===== config.mk =====
export PLATFORM = sky130hd
export DESIGN_NAME = apb_cmd_sequencer_flat
export DESIGN_NICKNAME = d
export VERILOG_FILES = /design/src/rtl/apb_cmd_sequencer_if.sv /design/src/rtl/apb_cmd_sequencer.sv /design/src/flat_wrapper.sv
export SDC_FILE = /design/constraint.sdc
export NUM_CORES = 1
export LEC_CHECK = 0
export ABC_AREA = 1
export BUFFER_PORTS_ARGS = -buffer_cell sky130_fd_sc_hd__clkbuf_2
export CORE_ASPECT_RATIO = 1.25
export CORE_UTILIZATION = 40
export CTS_CLUSTER_SIZE = 30
export DETAILED_ROUTE_END_ITERATION = 10
export GPL_TIMING_DRIVEN = 0
export PLACE_DENSITY = 0.57
export REMOVE_ABC_BUFFERS = 1
export SLEW_MARGIN = 0
export SYNTH_ARGS = -nofsm -noshare
export SYNTH_HDL_FRONTEND = slang
export SYNTH_SLANG_ARGS = --single-unit

===== constraint.sdc =====
create_clock -name PCLK -period 9.2 [get_ports PCLK]
set_clock_uncertainty 0.2 [all_clocks]
set_input_delay 0.92 -clock PCLK [delete_from_list [all_inputs] [get_ports PCLK]]
set_output_delay 0.92 -clock PCLK [all_outputs]
set_load 0.01 [all_outputs]

===== src/rtl/apb_cmd_sequencer_if.sv =====
// apb_cmd_sequencer_if: command/response channels and APB master request pins for apb_cmd_sequencer.
// Stats outputs exist only when APB_SEQ_STATS_EN is defined.
interface apb_cmd_sequencer_if #(
  parameter int ADDR_W = 32,
  parameter int DATA_W = 32
);
  logic              cmd_valid;
  logic              cmd_ready;
  logic              cmd_write;
  logic [ADDR_W-1:0] cmd_addr;
  logic [DATA_W-1:0] cmd_wdata;
  logic              rsp_valid;
  logic              rsp_ready;
  logic              rsp_write;
  logic [DATA_W-1:0] rsp_rdata;
  logic              rsp_err;
  logic              TRANSFER;
  logic              write;
  logic              read;
  logic [ADDR_W-1:0] apb_write_address;
  logic [DATA_W-1:0] apb_write_data;
  logic [ADDR_W-1:0] apb_read_address;
  logic              PENABLE;
  logic              pready1;
  logic              PSLVERR;
  logic [DATA_W-1:0] apb_read_out;
`ifdef APB_SEQ_STATS_EN
  logic [15:0]       stat_done;
  logic [15:0]       stat_err;
`endif
  modport master (
    input  cmd_valid, cmd_write, cmd_addr, cmd_wdata, rsp_ready,
           PENABLE, pready1, PSLVERR, apb_read_out,
    output cmd_ready, rsp_valid, rsp_write, rsp_rdata, rsp_err,
           TRANSFER, write, read, apb_write_address, apb_write_data, apb_read_address
`ifdef APB_SEQ_STATS_EN
    , output stat_done, stat_err
`endif
  );
  modport slave (
    output cmd_valid, cmd_write, cmd_addr, cmd_wdata, rsp_ready,
           PENABLE, pready1, PSLVERR, apb_read_out,
    input  cmd_ready, rsp_valid, rsp_write, rsp_rdata, rsp_err,
           TRANSFER, write, read, apb_write_address, apb_write_data, apb_read_address
`ifdef APB_SEQ_STATS_EN
    , input stat_done, stat_err
`endif
  );
endinterface


===== src/rtl/apb_cmd_sequencer.sv =====
// apb_cmd_sequencer: FIFO-buffered command replay onto APB master request pins, one response per command.
// Optional APB_SEQ_STATS_EN adds saturating response/error counters.
module apb_cmd_sequencer #(
  parameter int DEPTH   = 4,
  parameter int ADDR_W  = 32,
  parameter int DATA_W  = 32,
  parameter int TIMEOUT = 16
) (
  input logic PCLK,
  input logic PRESET,
  apb_cmd_sequencer_if.master bus
);
  localparam int PW = $clog2(DEPTH);
  localparam int CW = $clog2(TIMEOUT);
  typedef enum logic [1:0] {IDLE, ISSUE, WAIT, RESP} state_t;
  typedef struct packed {
    logic              wr;
    logic [ADDR_W-1:0] addr;
    logic [DATA_W-1:0] data;
  } cmd_t;
  cmd_t              mem_q [DEPTH];
  cmd_t              cmd_q, cmd_d;
  state_t            st_q, st_d;
  logic [PW-1:0]     wp_q, wp_d, rp_q, rp_d;
  logic [PW:0]       cnt_q, cnt_d;
  logic [CW-1:0]     tmo_q, tmo_d;
  logic              rsp_write_q, rsp_write_d, rsp_err_q, rsp_err_d;
  logic [DATA_W-1:0] rsp_rdata_q, rsp_rdata_d;
  logic              ready, push, pop, done, active;
  always_comb begin
    ready  = cnt_q != (PW+1)'(DEPTH);
    push   = bus.cmd_valid && ready;
    pop    = st_q == IDLE && cnt_q != '0;
    done   = bus.PENABLE && bus.pready1;
    wp_d   = wp_q + PW'(push);
    rp_d   = rp_q + PW'(pop);
    cnt_d  = cnt_q + (PW+1)'(push) - (PW+1)'(pop);
    cmd_d  = pop ? mem_q[rp_q] : cmd_q;
    st_d   = st_q;
    tmo_d  = tmo_q;
    rsp_write_d = rsp_write_q;
    rsp_err_d   = rsp_err_q;
    rsp_rdata_d = rsp_rdata_q;
    case (st_q)
      IDLE:  st_d = pop ? ISSUE : IDLE;
      ISSUE: st_d = WAIT;
      WAIT: begin
        if (done || tmo_q == CW'(TIMEOUT-1)) begin
          st_d        = RESP;
          rsp_write_d = cmd_q.wr;
          rsp_err_d   = done ? bus.PSLVERR : 1'b1;
          rsp_rdata_d = (done && !cmd_q.wr) ? bus.apb_read_out : '0;
        end else begin
          tmo_d = tmo_q + 1'b1;
        end
      end
      default: begin
        st_d  = bus.rsp_ready ? IDLE : RESP;
        tmo_d = bus.rsp_ready ? '0 : tmo_q;
      end
    endcase
    active = st_q == ISSUE || st_q == WAIT;
  end
  assign bus.cmd_ready         = ready;
  assign bus.rsp_valid         = st_q == RESP;
  assign bus.rsp_write         = rsp_write_q;
  assign bus.rsp_err           = rsp_err_q;
  assign bus.rsp_rdata         = rsp_rdata_q;
  assign bus.TRANSFER          = active;
  assign bus.write             = active && cmd_q.wr;
  assign bus.read              = active && !cmd_q.wr;
  assign bus.apb_write_address = (active && cmd_q.wr) ? cmd_q.addr : '0;
  assign bus.apb_write_data    = (active && cmd_q.wr) ? cmd_q.data : '0;
  assign bus.apb_read_address  = (active && !cmd_q.wr) ? cmd_q.addr : '0;
  always_ff @(posedge PCLK)
    if (push) mem_q[wp_q] <= cmd_t'({bus.cmd_write, bus.cmd_addr, bus.cmd_wdata});
  always_ff @(posedge PCLK) begin
    if (PRESET) begin
      st_q        <= IDLE;
      wp_q        <= '0;
      rp_q        <= '0;
      cnt_q       <= '0;
      tmo_q       <= '0;
      cmd_q       <= '0;
      rsp_write_q <= 1'b0;
      rsp_err_q   <= 1'b0;
      rsp_rdata_q <= '0;
    end else begin
      st_q        <= st_d;
      wp_q        <= wp_d;
      rp_q        <= rp_d;
      cnt_q       <= cnt_d;
      tmo_q       <= tmo_d;
      cmd_q       <= cmd_d;
      rsp_write_q <= rsp_write_d;
      rsp_err_q   <= rsp_err_d;
      rsp_rdata_q <= rsp_rdata_d;
    end
  end
`ifdef APB_SEQ_STATS_EN
  logic [15:0] sd_q, sd_d, se_q, se_d;
  logic        hs;
  always_comb begin
    hs   = st_q == RESP && bus.rsp_ready;
    sd_d = (hs && sd_q != '1) ? sd_q + 1'b1 : sd_q;
    se_d = (hs && rsp_err_q && se_q != '1) ? se_q + 1'b1 : se_q;
  end
  always_ff @(posedge PCLK) begin
    sd_q <= PRESET ? '0 : sd_d;
    se_q <= PRESET ? '0 : se_d;
  end
  assign bus.stat_done = sd_q;
  assign bus.stat_err  = se_q;
`endif
endmodule


===== src/flat_wrapper.sv =====
// flat-port wrapper written by rule: the top's interface ports become plain ports
module apb_cmd_sequencer_flat 
#(
  parameter int DEPTH   = 4,
  parameter int ADDR_W  = 32,
  parameter int DATA_W  = 32,
  parameter int TIMEOUT = 16
)
  (PCLK, PRESET, bus_cmd_valid, bus_cmd_write, bus_cmd_addr, bus_cmd_wdata, bus_rsp_ready, bus_PENABLE, bus_pready1, bus_PSLVERR, bus_apb_read_out, bus_cmd_ready, bus_rsp_valid, bus_rsp_write, bus_rsp_rdata, bus_rsp_err, bus_TRANSFER, bus_write, bus_read, bus_apb_write_address, bus_apb_write_data, bus_apb_read_address);
  apb_cmd_sequencer_if #(.ADDR_W(ADDR_W), .DATA_W(DATA_W)) bus_i ();
  input logic PCLK;
  input logic PRESET;
  input wire logic [$bits(bus_i.cmd_valid)-1:0] bus_cmd_valid;
  input wire logic [$bits(bus_i.cmd_write)-1:0] bus_cmd_write;
  input wire logic [$bits(bus_i.cmd_addr)-1:0] bus_cmd_addr;
  input wire logic [$bits(bus_i.cmd_wdata)-1:0] bus_cmd_wdata;
  input wire logic [$bits(bus_i.rsp_ready)-1:0] bus_rsp_ready;
  input wire logic [$bits(bus_i.PENABLE)-1:0] bus_PENABLE;
  input wire logic [$bits(bus_i.pready1)-1:0] bus_pready1;
  input wire logic [$bits(bus_i.PSLVERR)-1:0] bus_PSLVERR;
  input wire logic [$bits(bus_i.apb_read_out)-1:0] bus_apb_read_out;
  output wire logic [$bits(bus_i.cmd_ready)-1:0] bus_cmd_ready;
  output wire logic [$bits(bus_i.rsp_valid)-1:0] bus_rsp_valid;
  output wire logic [$bits(bus_i.rsp_write)-1:0] bus_rsp_write;
  output wire logic [$bits(bus_i.rsp_rdata)-1:0] bus_rsp_rdata;
  output wire logic [$bits(bus_i.rsp_err)-1:0] bus_rsp_err;
  output wire logic [$bits(bus_i.TRANSFER)-1:0] bus_TRANSFER;
  output wire logic [$bits(bus_i.write)-1:0] bus_write;
  output wire logic [$bits(bus_i.read)-1:0] bus_read;
  output wire logic [$bits(bus_i.apb_write_address)-1:0] bus_apb_write_address;
  output wire logic [$bits(bus_i.apb_write_data)-1:0] bus_apb_write_data;
  output wire logic [$bits(bus_i.apb_read_address)-1:0] bus_apb_read_address;
  assign bus_i.cmd_valid = bus_cmd_valid;
  assign bus_i.cmd_write = bus_cmd_write;
  assign bus_i.cmd_addr = bus_cmd_addr;
  assign bus_i.cmd_wdata = bus_cmd_wdata;
  assign bus_i.rsp_ready = bus_rsp_ready;
  assign bus_i.PENABLE = bus_PENABLE;
  assign bus_i.pready1 = bus_pready1;
  assign bus_i.PSLVERR = bus_PSLVERR;
  assign bus_i.apb_read_out = bus_apb_read_out;
  assign bus_cmd_ready = bus_i.cmd_ready;
  assign bus_rsp_valid = bus_i.rsp_valid;
  assign bus_rsp_write = bus_i.rsp_write;
  assign bus_rsp_rdata = bus_i.rsp_rdata;
  assign bus_rsp_err = bus_i.rsp_err;
  assign bus_TRANSFER = bus_i.TRANSFER;
  assign bus_write = bus_i.write;
  assign bus_read = bus_i.read;
  assign bus_apb_write_address = bus_i.apb_write_address;
  assign bus_apb_write_data = bus_i.apb_write_data;
  assign bus_apb_read_address = bus_i.apb_read_address;
  apb_cmd_sequencer #(.DEPTH(DEPTH), .ADDR_W(ADDR_W), .DATA_W(DATA_W), .TIMEOUT(TIMEOUT)) u_core (.PCLK(PCLK), .PRESET(PRESET), .bus(bus_i));
endmodule

==> impl_metrics.yaml, run 1 <==
clocking:
  worstSkewPairLatency_ps: 530
  clock_path_buffers: 3
  root_buffer: "clkbuf_16"
  hold_buffers: 0
  cts_resized: 0
  cts.sink_count: 372
  cts_buffers: 39
  cts_tree: "yes"
  post_cts_buffers: 0
  htree_levels: 2
  path_clk_slew_ps: 60
timing:
  layout_setup_ws_ps: 5120
  finalCritPeriodShare_pct: 44.3
  fmax_mhz: 245
  tightestPinTransition_ps: 1280
  finalMaxSlewViolations: 0
  rsz0062_at_grt: "no"
  fin_setup_tns_ps: 0
  period_needed_ps: 4080
  final_hold_viol_count: 0
  slew_headroom_pct: 14.9
  finalSetupViolations: 0
synth:
  synth_top_area_share_pct: 52.3
  syn_inst: 1476
  yosys_register_bits: 372
  synth_area_per_cell_um2: 10.1
  netlist_area_um2: 14900
  ys_seq_area_share_pct: 67.4
  yosysUniqueCellTypes: 29
  yosys.area.top_type: "edfxtp_1"
  synth.area.top_cells: "edfxtp_1, dfxtp_1, nor2_1"
  yosys_warnings: 0
cells_and_area:
  seqCellArea_um2: 10100
  final.fill_count: 3447
  fin_nets: 1821
  multi_input_area_um2: 4010
  drive_above_1_share_pct: 20.3
  fin_area_um2: 18000
  area.growth.synth_to_final_pct: 20.5
  stdcell_count: 2220
worst_setup_path:
  required_ps: 8080
  rrSetupSlack_ps: 5840
  cp_slowest_cell: "clkinv_1"
  r2r_cells: 11
  start_kind: "flip-flop"
  end_kind: "output pin"
  crit_chain: "inv_1 -> ha_1 -> inv_1 -> nor2_1 -> clkinv_1 -> buf_8 -> nor2_1 -> clkbuf_2"
  timing.rr.end: "u_core.cnt_q[2]"
  cp.arrival_ps: 2960
  cp-startpoint: "u_core.st_q[0]"
  critPathTopFamily: "buffers and inverters"
  r2r_start: "u_core.st_q[0]"
  path_class: "flip-flop to output pin"
  crit_buf_inv: 5
  critPathMaxStageDelay_ps: 680
  crit_fanout: 17
placement:
  hpwl_mm: 21.6
  place_ws_ps: 5760
  place_area_um2: 16700
  dp.cells: 2145
  routabilityCongestion: 0.762
  port-buffer-count: 238
routing:
  ant_nets: 0
  vias: 10700
  drt_iter0_drc: 503
  drc: 0
  avgViaCountPerCell: 4.81
  wire_per_inst_um: 16.2
  drt_wl_total_mm: 36.0
  first_pass_iters: 5
floorplanning:
  die_w_um: 175
  start_util_pct: 40.9
  fp.dieH_um: 218
  core_um2: 36500
  dieArea_um2: 38100
  ios: 239
  rows: 78
global_routing:
  grt.total_usage_pct: 18.8
  grt_pass1_vias: 9952
  antenna_found_initial: 4
  grt_first_pass_wirelength_mm: 55.5
  grt_start_max_net_pins: 78
  grt-ovfl-total: 0
worst_hold_path:
  hold_path_depth: 2
  min-delay-start: "u_core.bus.rsp_rdata[12]"
  min_path_type: "flip-flop to flip-flop"
  worstHoldEndpoint: "u_core.bus.rsp_rdata[12]"
power_and_ir_drop:
  p_leak_nw: 7.09
  irDropWorstVdd_v: 0.000167
  power_per_cell_area_nw_per_um2: 281
run_status:
  status: "complete, no violations"
flow_run:
  maxCapViolations: 0
-- tightest hold or removal path: stages (launching register included) --
cell	delay [ps]
dfxtp_1	310
nand2_1	60
a21oi_1	50
-- cell type report --
| class | instances | share of cell area (%) |
|---|---|---|
| diodes | 2 | 0.0279 |
| clock buffers | 57 | 6.09 |
| clock inverters | 15 | 0.620 |
| inverters | 92 | 1.98 |
| multi-input cells | 923 | 22.3 |
| flip-flops and latches | 372 | 56.0 |
| well taps | 480 | 3.34 |
| repair buffers | 279 | 9.63 |
-- cells in the mapped netlist --
cell type,count
nor2_1,503
edfxtp_1,260
o21ai_0,152
nand2_1,116
dfxtp_1,112
inv_1,88
o21ai_1,47
nand3_1,40
a21oi_1,37
buf_2,27
clkbuf_1,23
buf_6,18
ha_1,9
buf_4,8
clkbuf_2,7
buf_1,6
nor3_1,5
inv_2,4
or2_2,2
xnor2_1,2
xor2_1,2
a21oi_4,1
fa_1,1
nand2_2,1
nand2_4,1
nand3_2,1
nand4_1,1
nor2_2,1
nor2_4,1
-- where the power goes --
group	leakage [nW]	total (mW)	switching, mW	internal, mW
clock	0.588	1.48	0.619	0.857
combinational	3.20	1.40	0.947	0.455
sequential	3.30	2.18	0.128	2.05
total	7.09	5.06	1.69	3.36
-- layout by cell type, fill, tap and decap left out, drive strengths merged --
cell type,instances
nand4,1
or2,2
nor2,505
nor3,5
nand2,118
a21oi,38
o21ai,199
bufinv,1
fa,1
edfxtp,260
clkbuf,295
dfxtp,112
buf,41
nand3,41
diode,2
xnor2,2
clkinv,13
inv,92
xor2,2
ha,9
clkinvlp,1
-- layer usage --
metal  GRT usage, %  routed length [µm]  vias up
li1               -                   -     5331
met1           24.0               16100     5054
met2           32.4               17500      232
met3           3.78                1700       48
met4           5.16                 674        6
met5              0                  35        -
-- registers in the layout, summed over array words and instances (netlist names) --
signal	flops
u_core.bus.rsp_write	1
u_core.st_q	2
u_core.mem_q	260
u_core.cnt_q	3
u_core.rp_q	2
u_core.cmd_q	65
u_core.bus.rsp_err	1
u_core.bus.rsp_rdata	32
u_core.wp_q	2
u_core.tmo_q	4
-- logic make-up (layout without fill, tap and decap cells) --
group | after synthesis | count (layout) | synth area share [%]
adders and majority gates | 10 | 10 | 0.889
AOI/OAI and AO/OA | 237 | 237 | 8.03
other | 0 | 2 | 0
DFF | 372 | 372 | 67.4
and+or+nand+nor | 672 | 672 | 17.5
xor gates and xnor gates | 4 | 4 | 0.235
buffers and inverters | 181 | 443 | 5.95
-- through the flow --
| step | utilization [%] | hold WS (ps) | power (mW) |
|---|---|---|---|
| floorplan | - | 270 | 3.05 |
| global placement | 44.3 | 251 | 3.59 |
| detailed placement | 45.9 | 256 | 3.64 |
| CTS | 49.2 | 266 | 5.13 |
| global route | 49.2 | 272 | 5.39 |
| finish | 49.2 | 263 | 5.06 |
-- worst max-delay path by stage --
stage                                     endpoint  slack [ps]  cells past startpoint
after floorplan                 u_core.mem_q[0][0]        2990                      2
after global placement         u_core.mem_q[1][18]       -1750                      3
after detailed placement           u_core.cnt_q[2]        5760                     11
after CTS                 bus_apb_read_address[13]        5210                      7
after global routing       bus_apb_read_address[6]        4890                      8
final                     bus_apb_read_address[13]        5120                      8
No activity file was read; power rests on OpenSTA's default activity.
==> run 2: changes to the inputs <==
--- a/config.mk
+++ b/config.mk
@@ -5,7 +5,7 @@
 export SDC_FILE = /design/constraint.sdc
 export NUM_CORES = 1
 export LEC_CHECK = 0
-export ABC_AREA = 1
+export ABC_AREA = 0
 export BUFFER_PORTS_ARGS = -buffer_cell sky130_fd_sc_hd__clkbuf_2
 export CORE_ASPECT_RATIO = 1.25
 export CORE_UTILIZATION = 40
==> constraint.sdc (replaced) <==
create_clock -name PCLK -period 4.2 [get_ports PCLK]
set_clock_uncertainty 0.2 [all_clocks]
set_input_delay 0.42 -clock PCLK [delete_from_list [all_inputs] [get_ports PCLK]]
set_output_delay 0.42 -clock PCLK [all_outputs]
set_load 0.01 [all_outputs]
==> run 2 against run 1 <==
Register-to-register slack got worse by 4200 ps. Worst setup slack got worse by 4700 ps. Final cell count decreased by 25%. Sequential power increased by 130%. Via count decreased by 21%. Wire length decreased by 10%. Largest cell class unchanged.
==> impl_metrics.yaml, run 2 <==
worst_setup_path:
  required_ps: 3580
  end_kind: "output pin"
  rrSetupSlack_ps: 1640
  crit_fanout: 68
  path_class: "flip-flop to output pin"
  cp.arrival_ps: 3150
  start_kind: "flip-flop"
  r2r_cells: 5
synth:
  synth.area.top_cells: "edfxtp_1, dfxtp_1, mux4_2"
  yosys_warnings: 0
  synth_commonest_cells: "edfxtp_1, dfxtp_1, and3_1"
  async_flop_share_pct: 0
  ys_seq_area_share_pct: 71.7
  synth_ff_type: "edfxtp_1"
  synth_area_per_cell_um2: 16.8
  synth_edf_count: 260
  yosys.area.top_type: "edfxtp_1"
  netlist_area_um2: 14000
  yosysUniqueCellTypes: 36
  synth_top_area_share_pct: 55.7
  synth.most_common_cell: "edfxtp_1"
  syn_inst: 836
  yosys_register_bits: 372
floorplanning:
  rows: 76
  core_um2: 34500
  dieArea_um2: 35800
  ios: 239
  start_util_pct: 40.6
  die_w_um: 169
  fp.dieH_um: 211
global_routing:
  grt_first_pass_wirelength_mm: 49.3
  antenna_found_initial: 2
  grt_start_max_net_pins: 70
  grt.total_usage_pct: 18.1
  grt_pass1_vias: 8615
  grt-ovfl-total: 0
timing:
  slew_headroom_pct: 12.9
  tightestPinTransition_ps: 1310
  layout_setup_ws_ps: 434
  finalSetupViolations: 0
  holdWs_ps: 54.5
  finalMaxSlewViolations: 0
  fmax_mhz: 266
  rsz0062_at_grt: "no"
  finalCritPeriodShare_pct: 89.7
  period_needed_ps: 3770
  final_hold_viol_count: 0
flow_run:
  maxCapViolations: 0
run_status:
  status: "complete, no violations"
worst_hold_path:
  hold_path_depth: 3
  min_path_type: "input port to flip-flop"
routing:
  ant_nets: 0
  drc: 0
  drt_iter0_drc: 428
  vias: 8470
  first_pass_iters: 4
  drt_wl_total_mm: 32.3
  wire_per_inst_um: 19.3
  avgViaCountPerCell: 5.05
power_and_ir_drop:
  power_per_cell_area_nw_per_um2: 601
  irDropWorstVdd_v: 0.000378
  p_leak_nw: 7.00
clocking:
  cts_buffers: 39
  path_clk_slew_ps: 60
  cts.sink_count: 372
  root_buffer: "clkbuf_16"
  worstSkewPairLatency_ps: 530
  htree_levels: 2
  clock_path_buffers: 3
  cts_tree: "yes"
  post_cts_buffers: 0
cells_and_area:
  seqCellArea_um2: 10100
  area.growth.synth_to_final_pct: 30.6
  largest_register_ffs: 260
  fin_nets: 1292
  post-route-util_pct: 53.0
  top_register: "u_core.mem_q"
  final.fill_count: 2853
  diodes: 0
  mostFrequentLayoutCell: "edfxtp_1"
  final_cell_mix: "edfxtp_1, clkbuf_2, dfxtp_1"
  stdcell_count: 1676
  drive_above_1_share_pct: 33.6
  multi_input_area_um2: 3630
placement:
  routabilityCongestion: 0.673
  place_ws_ps: 967
  hpwl_mm: 19.1
  port-buffer-count: 238
  dp.cells: 1507
==> run 2: changes by cell type after synthesis, sizes merged, moves of 4 or more <==
cell / delta
and2: +34
nor2b: +7
inv: -83
and3: +66
buf: -23
mux4: +65
clkbuf: -4
nand2: -77
o21ai: -195
nor2: -494
a22o: +65
nand3: -9
==> run 2: cell families after synthesis <==
group                    after synthesis  share of synthesized area [%]
buffers and inverters                 71                           2.86
adder cells (fa/ha/maj)               10                          0.946
multiplexers                          66                           10.5
AO/OA/AOI/OAI                        114                           6.08
AND/OR/NAND/NOR                      199                           7.66
XOR/XNOR                               4                          0.250
flip-flops                           372                           71.7
==> run 2: metrics by stage <==
stage / cell area (µm²) / TNS [ps] / power (mW)
after floorplan: 13700 / -233830 / 6.38
after global placement: 15400 / -1231900 / 7.37
after detailed placement: 16000 / 0 / 7.44
after CTS: 18300 / 0 / 11.2
after global routing: 18300 / 0 / 11.5
final: 18300 / 0 / 11.0
==> run 2: timing repair <==
item / in CTS / in global routing
hold endpoints to repair: 292 / 1
gates resized for setup: 0 / 0
endpoints found under the setup margin: 0 / 0
hold buffers: 97 / 1
==> run 2: worst paths after layout <==
path | start | to
worst min-delay path | bus_rsp_ready | u_core.st_q[0]
worst max register to register | u_core.tmo_q[0] | u_core.bus.rsp_rdata[14]
worst min register to register | u_core.bus.rsp_rdata[29] | u_core.bus.rsp_rdata[29]
worst max-delay path | u_core.st_q[1] | bus_apb_read_address[26]
==> run 2: critical path: stages, from the launching register on <==
cell and delay (ps):
dfxtp_1 390, inv_1 110, ha_4 830, nor2b_4 840
and2_1 270, clkbuf_2 160
==> run 2: cell type report <==
cell class,instances,area share [%]
sequential,372,54.9
clock inverter,21,1.37
tap,468,3.20
multi-input combinational,393,19.8
inverter,9,0.184
timing repair buffer,363,14.4
clock buffer,50,6.06
==> run 2: per-layer routing <==
layer | GRT usage, % | vias up | part of all wire (%)
li1 | - | 3952 | -
met1 | 22.6 | 4240 | 42
met2 | 31.9 | 238 | 51
met3 | 3.78 | 38 | 5.4
met4 | 5.00 | 2 | 1.6
met5 | 0 | - | 0.025
==> run 2: power by group <==
| group | switching [mW] | internal [mW] | total [mW] |
|---|---|---|---|
| Clock | 1.38 | 2.23 | 3.61 |
| Sequential | 0.465 | 4.55 | 5.02 |
| Combinational | 1.22 | 1.16 | 2.38 |
==> run 3: changes to the inputs <==
--- a/config.mk
+++ b/config.mk
@@ -12,6 +12,7 @@
 export CTS_CLUSTER_SIZE = 30
 export DETAILED_ROUTE_END_ITERATION = 10
 export GPL_TIMING_DRIVEN = 0
+export MAX_ROUTING_LAYER = met4
 export PLACE_DENSITY = 0.57
 export REMOVE_ABC_BUFFERS = 1
 export SLEW_MARGIN = 0
==> run 3 against run 2 <==
Critical path depth did not move. Utilization about the same. Power about the same. Flip-flop and latch count unchanged. Largest power group unchanged.
==> impl_metrics.yaml, run 3 (synthesis gave the netlist of run 2 again) <==
cells_and_area:
  largest_register_ffs: 260
  mostFrequentLayoutCell: "edfxtp_1"
  area.growth.synth_to_final_pct: 30.7
  fin_area_um2: 18300
  drive_above_1_share_pct: 33.6
  final_cell_mix: "edfxtp_1, clkbuf_2, dfxtp_1"
  top_register: "u_core.mem_q"
  fin_nets: 1292
timing:
  rsz0062_at_grt: "no"
  fmax_mhz: 267
  fin_setup_tns_ps: 0
  period_needed_ps: 3750
  finalMaxSlewViolations: 0
  finalSetupViolations: 0
  slew_headroom_pct: 13.2
  holdWs_ps: 55.8
  layout_setup_ws_ps: 452
  finalCritPeriodShare_pct: 89.2
  final_hold_viol_count: 0
  tightestPinTransition_ps: 1300
routing:
  drt_iter0_drc: 440
  vias: 8439
  drt_wl_total_mm: 32.2
  drc: 0
  ant_nets: 0
  first_pass_iters: 5
  wire_per_inst_um: 19.2
  avgViaCountPerCell: 5.03
global_routing:
  grt_first_pass_wirelength_mm: 49.3
  grt.total_usage_pct: 18.7
  grt-ovfl-total: 0
  antenna_found_initial: 2
  grt_pass1_vias: 8623
  grt_start_max_net_pins: 70
placement:
  place_ws_ps: 967
  routabilityCongestion: 0.680
  hpwl_mm: 19.1
  port-buffer-count: 238
  place_area_um2: 16000
power_and_ir_drop:
  finalPower_mw: 11.0
  p_comb_share_pct: 21.6
  p_int_mw: 7.94
  clkPwrFrac_pct: 32.8
  power_per_cell_area_nw_per_um2: 601
  p_leak_nw: 7.00
  power_frac_seq_pct: 45.6
  irDropWorstVdd_v: 0.000378
  switching_share_pct: 27.8
  p_switching_mw: 3.06
worst_hold_path:
  hold_path_depth: 3
  worstHoldEndpoint: "u_core.st_q[0]"
  min_path_type: "input port to flip-flop"
  min-delay-start: "bus_rsp_ready"
worst_setup_path:
  critPathTopFamily: "simple AND/OR/NAND/NOR gates"
  crit_buf_inv: 2
  rrSetupSlack_ps: 1640
  r2r_cells: 5
  cp_slowest_cell: "nor2b_4"
  start_kind: "flip-flop"
  path_class: "flip-flop to output pin"
  critPathMaxStageDelay_ps: 840
  required_ps: 3580
  end_kind: "output pin"
  timing.rr.end: "u_core.bus.rsp_rdata[14]"
  cp.arrival_ps: 3130
  crit_chain: "inv_1 -> ha_4 -> nor2b_4 -> and2_1 -> clkbuf_2"
  r2r_start: "u_core.tmo_q[0]"
  crit_fanout: 68
clocking:
  worstSkewPairLatency_ps: 530
  cts_tree: "yes"
  cts_buffers: 39
  clock_path_buffers: 3
  hold_buffers: 97
  root_buffer: "clkbuf_16"
  cts_resized: 0
  path_clk_slew_ps: 60
  htree_levels: 2
  post_cts_buffers: 0
  cts.sink_count: 372
run_status:
  status: "complete, no violations"
floorplanning:
  dieArea_um2: 35800
  core_um2: 34500
  die_w_um: 169
  rows: 76
  start_util_pct: 40.6
  fp.dieH_um: 211
  ios: 239
flow_run:
  maxCapViolations: 0
==> run 3: changes by cell type in the layout (fill, tap and decap cells not counted) <==
cell and change:
diode_2 +1
==> run 3: area by class of cell <==
| class | instances | area (µm²) |
|---|---|---|
| multi-input cells | 393 | 3630 |
| flip-flops and latches | 372 | 10100 |
| inverters | 9 | 33.8 |
| well taps | 468 | 586 |
| diodes | 1 | 2.50 |
| clock inverters | 21 | 250 |
| repair buffers | 363 | 2640 |
| clock buffers | 50 | 1110 |
| fillers | 2852 | 16200 |
==> run 3: through the flow <==
step / instances / utilization [%]
after floorplan: 774 / -
after detailed placement: 1507 / 46.3
after global routing: 1677 / 53.1
after global placement: 1480 / 44.7
final: 1677 / 53.1
after CTS: 1675 / 53.0
==> run 3: power groups by stage <==
stage | Clock (mW) | Combinational (mW) | Sequential, mW
after floorplan | 0 | 1.38 | 4.99
after global placement | 0 | 2.10 | 5.27
after global routing | 3.81 | 2.60 | 5.11
after detailed placement | 0 | 2.35 | 5.10
after CTS | 3.69 | 2.43 | 5.03
final | 3.61 | 2.37 | 5.02
==> run 3: how the worst max path moves through the flow <==
stage | endpoint | cells past startpoint | from | slack (ps)
2_1_floorplan | u_core.mem_q[1][0] | 4 | u_core.cnt_q[1] | -1980
3_3_place_gp | u_core.mem_q[1][1] | 4 | u_core.cnt_q[1] | -6510
3_5_place_dp | bus_apb_read_address[26] | 5 | u_core.st_q[0] | 970
4_1_cts | bus_apb_read_address[26] | 5 | u_core.st_q[1] | 390
5_1_grt | bus_apb_read_address[26] | 5 | u_core.st_q[1] | 230
6_report | bus_apb_read_address[26] | 5 | u_core.st_q[1] | 450
==> run 3: metal layers <==
metal | routed length (µm) | track usage [%]
met2 | 16300 | 31.9
met3 | 1740 | 3.70
met1 | 13600 | 22.7
met5 | 0 | -
met4 | 518 | 5.00
==> run 3: worst register-to-register path, cell delays in order (launching register included) <==
cell and delay (ps):
dfxtp_1 330, ha_1 240, a32oi_2 310, nand2b_1 1020, nand2_1 180, a21oi_1 190
